==> src/rtl/mem_arbiter.sv <==
// Serialises instruction-fetch and data accesses onto one single-ported req/ack memory
// and freezes the pipeline until both ports are served. Define ARB_PERF_CNT_EN for perf counters.
module mem_arbiter #(
   parameter int ADDR_W = 32,
   parameter int DATA_W = 32
) (
   input  logic              clk_i,
   input  logic              rst_i,
   input  logic              if_req_i,
   input  logic [ADDR_W-1:0] if_addr_i,
   output logic              if_ack_o,
   output logic [DATA_W-1:0] if_rdata_o,
   input  logic              d_req_i,
   input  logic              d_we_i,
   input  logic [ADDR_W-1:0] d_addr_i,
   input  logic [DATA_W-1:0] d_wdata_i,
   output logic              d_ack_o,
   output logic [DATA_W-1:0] d_rdata_o,
   output logic              mem_req_o,
   output logic              mem_we_o,
   output logic [ADDR_W-1:0] mem_addr_o,
   output logic [DATA_W-1:0] mem_wdata_o,
   input  logic              mem_ack_i,
   input  logic [DATA_W-1:0] mem_rdata_i,
   output logic              stall_o
`ifdef ARB_PERF_CNT_EN
   ,
   output logic [31:0]       stall_cnt_o,
   output logic [31:0]       conflict_cnt_o
`endif
);
   typedef enum logic [1:0] {IDLE = 2'd0, BUSY_I = 2'd1, BUSY_D = 2'd2} state_t;

   state_t            state_reg, state_next;
   logic              if_srv_reg, if_srv_next, d_srv_reg, d_srv_next;
   logic              if_ack_reg, if_ack_next, d_ack_reg, d_ack_next;
   logic              mem_we_reg, mem_we_next;
   logic [ADDR_W-1:0] mem_addr_reg, mem_addr_next;
   logic [DATA_W-1:0] mem_wdata_reg, mem_wdata_next;
   logic [DATA_W-1:0] if_rdata_reg, if_rdata_next, d_rdata_reg, d_rdata_next;
   logic              pend_i, pend_d, grant_i, grant_d;

   assign pend_i  = if_req_i & ~if_srv_reg;
   assign pend_d  = d_req_i & ~d_srv_reg;
   assign stall_o = pend_i | pend_d;
   // Data wins a tie: it belongs to the older instruction in the pipeline.
   assign grant_d = (state_reg == IDLE) & pend_d;
   assign grant_i = (state_reg == IDLE) & ~pend_d & pend_i;

   always_ff @(posedge clk_i or negedge rst_i) begin
      if (!rst_i) begin
         state_reg     <= IDLE;
         if_srv_reg    <= 1'b0;
         d_srv_reg     <= 1'b0;
         if_ack_reg    <= 1'b0;
         d_ack_reg     <= 1'b0;
         mem_we_reg    <= 1'b0;
         mem_addr_reg  <= '0;
         mem_wdata_reg <= '0;
         if_rdata_reg  <= '0;
         d_rdata_reg   <= '0;
      end else begin
         state_reg     <= state_next;
         if_srv_reg    <= if_srv_next;
         d_srv_reg     <= d_srv_next;
         if_ack_reg    <= if_ack_next;
         d_ack_reg     <= d_ack_next;
         mem_we_reg    <= mem_we_next;
         mem_addr_reg  <= mem_addr_next;
         mem_wdata_reg <= mem_wdata_next;
         if_rdata_reg  <= if_rdata_next;
         d_rdata_reg   <= d_rdata_next;
      end
   end

   always_comb begin
      state_next = state_reg;
      case (state_reg)
         IDLE: begin
            if (grant_d)      state_next = BUSY_D;
            else if (grant_i) state_next = BUSY_I;
         end
         BUSY_I, BUSY_D: begin
            if (mem_ack_i) state_next = IDLE;
         end
         default: state_next = IDLE;
      endcase
   end

   always_comb begin
      if_ack_next    = (state_reg == BUSY_I) & mem_ack_i;
      d_ack_next     = (state_reg == BUSY_D) & mem_ack_i;
      mem_we_next    = mem_we_reg;
      mem_addr_next  = mem_addr_reg;
      mem_wdata_next = mem_wdata_reg;
      if (grant_d) begin
         mem_we_next    = d_we_i;
         mem_addr_next  = d_addr_i;
         mem_wdata_next = d_wdata_i;
      end else if (grant_i) begin
         mem_we_next    = 1'b0;
         mem_addr_next  = if_addr_i;
      end
      if_rdata_next = if_ack_next ? mem_rdata_i : if_rdata_reg;
      // A store completion leaves the last load data visible.
      d_rdata_next  = (d_ack_next & ~mem_we_reg) ? mem_rdata_i : d_rdata_reg;
      // Served flags survive the frozen pipeline and drop once it advances.
      if_srv_next   = if_ack_next | (if_srv_reg & stall_o);
      d_srv_next    = d_ack_next | (d_srv_reg & stall_o);
   end

   assign mem_req_o   = (state_reg != IDLE);
   assign mem_we_o    = mem_we_reg;
   assign mem_addr_o  = mem_addr_reg;
   assign mem_wdata_o = mem_wdata_reg;
   assign if_ack_o    = if_ack_reg;
   assign d_ack_o     = d_ack_reg;
   assign if_rdata_o  = if_rdata_reg;
   assign d_rdata_o   = d_rdata_reg;

`ifdef ARB_PERF_CNT_EN
   logic [31:0] stall_cnt_reg, conflict_cnt_reg;

   always_ff @(posedge clk_i or negedge rst_i) begin
      if (!rst_i) begin
         stall_cnt_reg    <= '0;
         conflict_cnt_reg <= '0;
      end else begin
         if (stall_o && (stall_cnt_reg != 32'hFFFF_FFFF))
            stall_cnt_reg <= stall_cnt_reg + 32'd1;
         if ((state_reg == IDLE) && pend_i && pend_d && (conflict_cnt_reg != 32'hFFFF_FFFF))
            conflict_cnt_reg <= conflict_cnt_reg + 32'd1;
      end
   end

   assign stall_cnt_o    = stall_cnt_reg;
   assign conflict_cnt_o = conflict_cnt_reg;
`endif
endmodule

==> config.mk <==
export PLATFORM = sky130hd
export DESIGN_NAME = mem_arbiter
export DESIGN_NICKNAME = d
export VERILOG_FILES = /design/src/rtl/mem_arbiter.sv
export SDC_FILE = /design/constraint.sdc
export NUM_CORES = 1
export LEC_CHECK = 0
export CAP_MARGIN = 20
export CORE_MARGIN = 1.5
export CORE_UTILIZATION = 35
export CTS_CLUSTER_SIZE = 12
export DETAILED_ROUTE_END_ITERATION = 12
export PLACE_DENSITY = 0.82
export SETUP_SLACK_MARGIN = 0.02
export SLEW_MARGIN = 20
export SYNTH_ARGS = -nofsm -noshare
export SYNTH_HDL_FRONTEND = slang
export SYNTH_SLANG_ARGS = --single-unit
==> constraint.sdc <==
create_clock -name clk_i -period 2.07 [get_ports clk_i]
set_input_delay 0.207 -clock clk_i [delete_from_list [all_inputs] [get_ports clk_i]]
set_output_delay 0.207 -clock clk_i [all_outputs]
set_load 0.01 [all_outputs]
==> out/metrics.cfg <==
[yosys]
synthDistinctLibCells=23
synth_top_area_share_pct=63.6
syn-cell-area_mm2=0.00531
yosys.area.top_type=dfrtp_1
synth_area_leaders=dfrtp_1 (64%), mux2_2 (19%), a221o_1 (6.0%)
yosysSeqAreaShare_pct=63.6
synth_seq_cells=135
yosys_warnings=0
syn_avg_cell_area_um2=15.5
synth_nets=480
syn_inst=343

[detailed_routing]
num_vias=3971
drc=0
drt-vias-per-instance=4.87
firstDrtPassIters=4
wl_per_cell_um=17.6
ant_nets=0
drt_iter0_markers=122
finalWirelength_um=14400

[clock_tree]
numClockSinks=135
cts-root-buf=clkbuf_16
cts_setup_buffers=0
cts.clk_slew.worst_paths_ns=0.06
clkLatencyLatePin_ns=0.40
ctsLongestPathBuffers=2
cts_tree=yes
cts_made_buffers=17
cts_max_level=4

[setup_path]
r2r_start=state_reg[1]$_DFFE_PN0P_
critical_path_buf_inv_count=1
r2r_slack_ns=0.21
end_kind=primary output
max_stage_delay_ns=0.55
cp_cell_sequence=nand2b_1 -> nand2_1 -> clkdlybuf4s50_1
worstSetupPathType=reg -> out
required_ns=1.86
worst-path-max-fanout=3
arrival_ns=1.78
crit_family=buffers and inverters
cp-start-kind=flip-flop
cp_slowest_cell=clkdlybuf4s50_1
rr_endpoint=mem_addr_o[10]$_DFFE_PN0P_
reg2reg_depth=5

[die]
start_util_pct=36.1
rows=44
ios=267
dieWidth_um=126
dieArea_mm2=0.0159
core_mm2=0.0147
die_h_um=126

[timing]
timing.final.crit_share_pct=96.1
holdWs_ns=0.310
final_hold_viol_count=0
setup_viol=0
fmax_mhz=503
rsz0062_at_grt=no
final_max_slew_viol_count=0
period_needed_ns=1.99
maxSlewHeadroom_pct=49.4
finClkSkew_ns=0.00692
worst_slew_pin_slew_ns=0.757

[worst_hold_path]
min-delay-path-class=in -> async

[finish]
area_growth_pct=66.0
fin_nets=757
drive_gt1_share_pct=21.5
n_antenna_cell=0

[flow_run]
maxCapViolCount=0

[pwr]
power_leakage_nw=3.73
power_mw=13.8
vdd_drop_max_v=0.000802
p_per_area_mw_per_mm2=1560

[global_route]
grt_busiest_layer=met2
grt_usage_pct=18.9
antenna_found_initial=0
groute.layer.met3.usage_pct=6.75
gr-usage-met1_pct=22.6
grt_max_degree=50
grt_pass1_wl_um=23300
grt_pass1_vias=4491
overflow=0
grtUsageMet2_pct=31.4

[outcome]
outcome=finished clean

[place]
gp_congestion=0.766
io_buffers=266
place.detailed.hpwl_um=10400

[cells in the mapped netlist]
cell type	instances
mux2_1	6
buf_6	5
and2b_4	1
and2_0	8
inv_1	4
nor3_4	1
nand2_1	5
nor2b_1	1
o21ai_2	1
mux2_2	90
dfrtp_1	135
a21o_1	1
a21oi_1	2
nand2b_1	4
buf_2	10
buf_4	3
ha_1	3
a22o_1	2
and3b_1	1
and2_1	25
clkbuf_1	2
a221o_1	32
o31ai_1	1
[per-layer routing]
metal | vias to the layer above | routed length, µm
met5 | - | 0
met1 | 1945 | 5850
met2 | 198 | 7030
li1 | 1799 | -
met4 | 0 | 364
met3 | 29 | 1140
[power by group]
group | total, mW | switching, mW | internal, mW
logic | 6.03 | 2.29 | 3.74
registers | 4.69 | 0.720 | 3.97
clock network | 3.06 | 1.05 | 2.01
[layout make-up]
cell class | instances | area (µm²)
well taps | 184 | 230
repair buffers | 277 | 2790
inverters | 4 | 15.0
multi-input cells | 185 | 1800
flip-flops and latches | 135 | 3380
clock inverters | 8 | 120
clock buffers | 23 | 488
fillers | 1113 | 5880
[through the flow]
stage               utilization, %  cells  setup slack, ns  TNS (ns)  area, µm²
floorplan                        -    343            0.471         0       5310
global placement              55.7    783          -0.0334    -0.997       8180
detailed placement            55.7    783           -0.151     -4.23       8180
CTS                           60.0    816           0.0520         0       8820
global route                  60.0    816           0.0240         0       8820
finish                        60.0    816           0.0801         0       8820
[worst max path at each step]
stage	startpoint	endpoint	slack (ns)	depth (start not counted)
after floorplan	state_reg[0]$_DFFE_PN0P_	mem_addr_o[0]$_DFFE_PN0P_	0.47	7
after global placement	d_req_i	mem_addr_o[0]$_DFFE_PN0P_	-0.03	4
after detailed placement	d_req_i	mem_addr_o[25]$_DFFE_PN0P_	-0.15	4
after CTS	if_srv_reg$_DFF_PN0_	stall_o	0.05	3
after global routing	if_srv_reg$_DFF_PN0_	stall_o	0.02	3
final	if_srv_reg$_DFF_PN0_	stall_o	0.08	3
[cell families after synthesis]
logic type,synth area share (%)
DFF,63.6
muxes,20.4
and+or+nand+nor,5.49
AOI/OAI and AO/OA,7.00
adders and majority gates,0.707
buffers and inverters,2.85
[cell usage in the layout (no fill, tap or decap)]
cell type	netlist	final
o21ai_2	1	1
mux2_1	6	6
buf_6	5	1
nand2_1	5	5
clkbuf_16	0	17
dfrtp_1	135	135
nand2b_1	4	4
inv_2	0	1
bufinv_16	0	3
dlygate4sd2_1	0	1
clkinv_2	0	3
clkbuf_8	0	4
buf_12	0	3
and3b_2	0	1
ha_1	3	3
a21o_1	1	1
and2_0	8	8
clkbuf_1	2	2
buf_4	3	7
inv_1	4	3
clkdlybuf4s50_1	0	264
and2_1	25	25
mux2_2	90	90
a22o_1	2	2
nor2b_1	1	1
nor3_4	1	2
o31ai_1	1	1
and2b_4	1	1
a221o_1	32	32
clkinvlp_4	0	2
dlygate4sd3_1	0	1
a21oi_1	2	2
[what timing repair did]
action / 4_1_cts / 5_1_grt
endpoints found under the hold margin: 43 / 0
endpoints found under the setup margin: 33 / 0
resized for setup: 3 / 0
hold buffers: 1 / 0
No activity file was read; power rests on OpenSTA's default activity.
